==> src/rtl/instr_fetch_unit.sv <==
// Instruction fetch unit: reads the program counter, issues one memory read per PC,
// buffers the returned word and hands it to decode over a valid/ready handshake.
module instr_fetch_unit #(
  parameter int ADDR_W = 32,
  parameter int DATA_W = 32
) (
  input  logic              clk,
  input  logic              reset,
  input  logic [ADDR_W-1:0] pc_in,
  output logic              pc_enable,
  output logic              imem_req,
  output logic [ADDR_W-1:0] imem_addr,
  input  logic              imem_rvalid,
  input  logic [DATA_W-1:0] imem_rdata,
  input  logic              flush,
  output logic              inst_valid,
  input  logic              inst_ready,
  output logic [DATA_W-1:0] inst_data,
  output logic [ADDR_W-1:0] inst_pc,
  output logic [31:0]       fetch_cnt
);

  typedef enum logic [1:0] {IDLE, REQ, WAIT, DISCARD} state_e;

  state_e            state_q, state_d;
  logic              imem_req_q, imem_req_d;
  logic [ADDR_W-1:0] imem_addr_q, imem_addr_d;
  logic [ADDR_W-1:0] req_pc_q, req_pc_d;
  logic              inst_valid_q, inst_valid_d;
  logic [DATA_W-1:0] inst_data_q, inst_data_d;
  logic [ADDR_W-1:0] inst_pc_q, inst_pc_d;
  logic [31:0]       fetch_cnt_q, fetch_cnt_d;
  logic              xfer;

  assign imem_req   = imem_req_q;
  assign imem_addr  = imem_addr_q;
  assign inst_valid = inst_valid_q;
  assign inst_data  = inst_data_q;
  assign inst_pc    = inst_pc_q;
  assign fetch_cnt  = fetch_cnt_q;
  assign xfer       = inst_valid_q && inst_ready;

  always_ff @(posedge clk or posedge reset) begin
    if (reset) begin
      state_q      <= IDLE;
      imem_req_q   <= 1'b0;
      imem_addr_q  <= '0;
      req_pc_q     <= '0;
      inst_valid_q <= 1'b0;
      inst_data_q  <= '0;
      inst_pc_q    <= '0;
      fetch_cnt_q  <= '0;
    end else begin
      state_q      <= state_d;
      imem_req_q   <= imem_req_d;
      imem_addr_q  <= imem_addr_d;
      req_pc_q     <= req_pc_d;
      inst_valid_q <= inst_valid_d;
      inst_data_q  <= inst_data_d;
      inst_pc_q    <= inst_pc_d;
      fetch_cnt_q  <= fetch_cnt_d;
    end
  end

  always_comb begin
    state_d      = state_q;
    imem_req_d   = 1'b0;
    imem_addr_d  = imem_addr_q;
    req_pc_d     = req_pc_q;
    inst_valid_d = inst_valid_q;
    inst_data_d  = inst_data_q;
    inst_pc_d    = inst_pc_q;
    fetch_cnt_d  = fetch_cnt_q;
    pc_enable    = 1'b0;

    if (flush) begin
      // A flush drops the buffered word and any response still in flight.
      inst_valid_d = 1'b0;
      case (state_q)
        WAIT:    state_d = imem_rvalid ? REQ : DISCARD;
        DISCARD: state_d = DISCARD;
        default: state_d = REQ;
      endcase
    end else begin
      if (xfer) begin
        inst_valid_d = 1'b0;
        fetch_cnt_d  = fetch_cnt_q + 32'd1;
      end
      case (state_q)
        IDLE: state_d = REQ;
        REQ: begin
          // Issue only when the single-entry buffer will be free to take the reply.
          if (!inst_valid_q || inst_ready) begin
            imem_req_d  = 1'b1;
            imem_addr_d = pc_in;
            req_pc_d    = pc_in;
            state_d     = WAIT;
          end
        end
        WAIT: begin
          if (imem_rvalid) begin
            inst_data_d  = imem_rdata;
            inst_pc_d    = req_pc_q;
            inst_valid_d = 1'b1;
            pc_enable    = 1'b1;
            state_d      = REQ;
          end
        end
        DISCARD: begin
          if (imem_rvalid) state_d = REQ;
        end
        default: state_d = IDLE;
      endcase
    end
  end

endmodule

==> config.mk <==
export PLATFORM = sky130hd
export DESIGN_NAME = instr_fetch_unit
export DESIGN_NICKNAME = d
export VERILOG_FILES = /design/src/rtl/instr_fetch_unit.sv
export SDC_FILE = /design/constraint.sdc
export NUM_CORES = 1
export LEC_CHECK = 0
export ABC_AREA = 0
export BUFFER_PORTS_ARGS = -buffer_cell sky130_fd_sc_hd__buf_2
export CORE_MARGIN = 2
export CORE_UTILIZATION = 45
export CTS_BUF_LIST = sky130_fd_sc_hd__clkbuf_4 sky130_fd_sc_hd__clkbuf_8 sky130_fd_sc_hd__clkbuf_16
export DETAILED_ROUTE_END_ITERATION = 8
export HOLD_SLACK_MARGIN = 0.08
export PLACE_DENSITY = 0.75
export REMOVE_ABC_BUFFERS = 1
export SYNTH_ARGS = -nofsm -noshare
export SYNTH_HDL_FRONTEND = slang
export SYNTH_SLANG_ARGS = --single-unit
==> constraint.sdc <==
create_clock -name clk -period 6.65 [get_ports clk]
set_clock_uncertainty 0.2 [all_clocks]
set_input_delay 0.9975 -clock clk [delete_from_list [all_inputs] [get_ports clk]]
set_output_delay 0.9975 -clock clk [all_outputs]
set_load 0.005 [all_outputs]
# After elaboration in Yosys (flattened, before gate mapping)
# Cells that the tools add are included.
dict set report classes {
  add_sub_neg 1
  eq_ne 5
  n_mux 16
  bitwise 1
  reduce_logical 9
}
# op n
set ops {}
lappend ops {{$add 32x1->32 const B} 1}
lappend ops {{$mux 1} 10}
lappend ops {{$mux 2} 4}
lappend ops {{$pmux 2 s3} 1}
lappend ops {{$reduce_and 3->1} 2}
lappend ops {{$eq 2x2->1 const B} 2}
lappend ops {{$pmux 2 s2} 1}
lappend ops {{$reduce_and 2->1} 2}
lappend ops {{$ne 3x1->1 const B} 1}
lappend ops {{$ne 3x3->1 const B} 1}
lappend ops {{$eq 2x1->1 const B} 1}
lappend ops {{$logic_not 2->1} 1}
lappend ops {{$reduce_or 2->1} 1}
lappend ops {{$logic_and 1x1->1} 1}
lappend ops {{$logic_not 1->1} 1}
lappend ops {{$logic_or 1x1->1} 1}
lappend ops {{$not 1->1} 1}
dict set report totals {
  reg_bits 132
  in_bits 69
  output_inout_bits 131
  wordCells 39
}

# Depth between registers and ports, before layout
dict set report logic_depth {
  word_depth 5
  depth_mapped 6
  depth_no_buf 6
}

# Worst setup path after synthesis
# No wires, ideal clock.
dict set report synth_timing {
  path_type {input -> output}
  start {in flush}
  end {out pc_enable}
  arrival_time_ns 1.610
  required_ns 5.452
  setup_slack_ns 3.842
  cell_stages 3
  path_buffers 1
  cell_sequence {nor2_1 > and3_1 > clkbuf_1}
}
dict set report synth_via {
  elab_chain_cells 1
}
# item line
set synth_lines {}
lappend synth_lines {{start, declared} 15} ;# input logic flush,
lappend synth_lines {{$mux 1} 76} ;# if (flush) begin
lappend synth_lines {{end, declared} 10} ;# output logic pc_enable,
# No other way between the ends.

# Final worst setup path
# Ends and elaborated chain as after synthesis.

==> out/qor.yml <==
status: "completed"
seqCellArea_sq_um: 3300
clkTransAtPathRegs_ns: 0.05
drv_cap: 0
start_kind: "primary input"
core_sq_um: 11300
syn-cell-area_sq_um: 5150
avgViaCountPerCell: 4.90
fin_crit_sh: 0.536
start_util: 0.457
end_kind: "output port"
grt_pass1_vias: 3865
cts-root-buf: "clkbuf_16"
grt_max_degree: 70
finalCriticalPeriod_ns: 3.57
die_w_um: 111
synth.distinct_cells: 29
wirelength_um: 11300
io_buffer_count: 199
cts_tree: "built"
dr.pass1.iters: 4
die_area_sq_um: 12300
crit_required_ns: 5.45
postRouteAntennaNets: 0
cts_setup_buffers: 0
drv_slew: 0
synth_cells: 413
arrival_ns: 2.37
holdBufCountCts: 0
antenna_cells: 0
drive_above_1_share: 0.484
max_slew_margin: 0.299
ios: 200
grt_usage: 0.193
cts_buffers: 17
holdCritPathClass: "reg2reg"
yosysWarnings: 0
final_util: 0.612
route.vias.total: 3811
hold_violations: 0
drcViolationCount: 0
tightest_slew_ns: 1.05
antenna_found_initial: 0
htreeDepth: 4
clock_insertion_delay_worst_skew_ns: 0.41
fp.dieH_um: 111
row_count: 39
yosysSeqAreaShare: 0.641
num-fill-cells: 881
nets: 691
power.leakage_nw: 3.76
postSynthAreaPerCell_sq_um: 12.5
drt_iter0_drc: 192
path_max_fanout: 66
p_per_area_nw_per_um2: 428
final-setup-viol-count: 0
critPathKind: "in2out"
tns_ns: 0
gp_congestion: 0.765
grt_pass1_wl_um: 18800
multi_input_area_sq_um: 1780
cts.path.max_buffers: 2
peakVddDrop_v: 0.000278
synth_seq_cells: 132
place_hpwl_um: 7740
clock.fmax_ghz: 0.280
grt-ovfl-total: 0
clock-sinks: 132
wl_per_cell_um: 14.6
cts_resized: 0
rsz0062_at_grt: "false"
syn_to_final_growth_pct: 33.8
-- routing by layer --
layer | routed length, um | track usage | share of wire
met4 | 214 | 0.0850 | 0.019
met3 | 1050 | 0.0804 | 0.093
met1 | 4710 | 0.244 | 0.42
met5 | 0 | 0 | 0
met2 | 5370 | 0.294 | 0.47
-- cells by family after synthesis --
| group | synth area share |
|---|---|
| simple gates | 0.150 |
| flops | 0.641 |
| mux | 0.140 |
| compound gates | 0.00122 |
| xor+xnor | 0.0527 |
| fa+ha+maj | 0.00243 |
| buf+inv | 0.0129 |
-- layout make-up --
class,instances,area share
Clock buffer,18,0.0628
Clock inverter,14,0.0236
Inverter,3,0.00200
Multi-Input combinational cell,265,0.259
Sequential cell,132,0.479
Tap cell,143,0.0260
Timing Repair Buffer,202,0.148
-- worst max-delay path: stages --
cell	delay, ns
buf_2	0.13
nor2_1	0.13
and3_2	0.19
buf_4	0.63
buf_2	0.24
-- state kept, by name (all words and copies together) (netlist names) --
name / flops
req_pc_q: 32
inst_data: 32
fetch_cnt: 32
inst_pc: 32
imem_req: 1
state_q: 2
inst_valid: 1
-- cells in the final DEF, fill, tap and decap left out, drive strengths merged, types with 2 or more instances in the layout --
cell,n
and4,3
clkinv,8
inv,2
dfrtp,132
bufinv,3
nor3b,2
nand3,10
clkinvlp,4
xor2,11
nor2,10
nand2,120
mux2,64
and3,7
nor3,3
xnor2,20
clkbuf,18
buf,202
nand4,5
-- cells in the mapped netlist, drive strengths merged --
| master | n | area, sq um |
|---|---|---|
| inv | 2 | 7.51 |
| ha | 1 | 12.5 |
| mux2 | 64 | 721 |
| and4 | 3 | 26.3 |
| buf | 5 | 25.0 |
| nand3 | 10 | 60.1 |
| nand2 | 120 | 450 |
| nand3b | 1 | 20.0 |
| xnor2 | 20 | 175 |
| xor2 | 11 | 96.3 |
| clkbuf | 8 | 30.0 |
| a31oi | 1 | 6.26 |
| and4b | 1 | 10.0 |
| nor4 | 1 | 6.26 |
| and3 | 7 | 45.1 |
| nand4 | 5 | 31.3 |
| nor2 | 10 | 37.5 |
| or4b | 1 | 13.8 |
| and3b | 1 | 8.76 |
| nor3b | 2 | 15.0 |
| dfrtp | 132 | 3300 |
| or2b | 1 | 7.51 |
| clkinv | 1 | 3.75 |
| or2 | 1 | 6.26 |
| nor3 | 3 | 26.3 |
| nand2b | 1 | 6.26 |
-- where the power goes --
group	internal [mW]	switching, mW
Combinational	0.405	0.340
Clock	0.590	0.343
Sequential	1.10	0.176
Total	2.09	0.858
-- path summary, 6_finish.rpt --
| check | end | slack, ns | depth (start not counted) | from |
|---|---|---|---|---|
| min in group asynchronous | inst_data[19] | 0.52 | 2 | reset |
| min | fetch_cnt[31] | 0.26 | 1 | fetch_cnt[31] |
| min reg2reg | fetch_cnt[31] | 0.26 | 1 | fetch_cnt[31] |
| max | pc_enable | 3.08 | 5 | flush |
| max reg2reg | req_pc_q[29] | 3.98 | 6 | inst_valid |
| max in group asynchronous | state_q[0] | 4.35 | 3 | reset |
-- stage by stage --
stage                     total power, mW  cell area [sq um]  cells  hold slack, ns  setup slack [ns]
after detailed placement             2.05               6300    745           0.255              3.05
after CTS                            2.99               6890    777           0.266              3.05
after floorplan                      1.62               5100    400           0.265              1.93
final                                2.95               6890    777           0.264              3.08
after global routing                 3.14               6890    777           0.285              2.96
after global placement               2.01               6300    745           0.253              3.08
No activity file was read; power rests on OpenSTA's default activity.
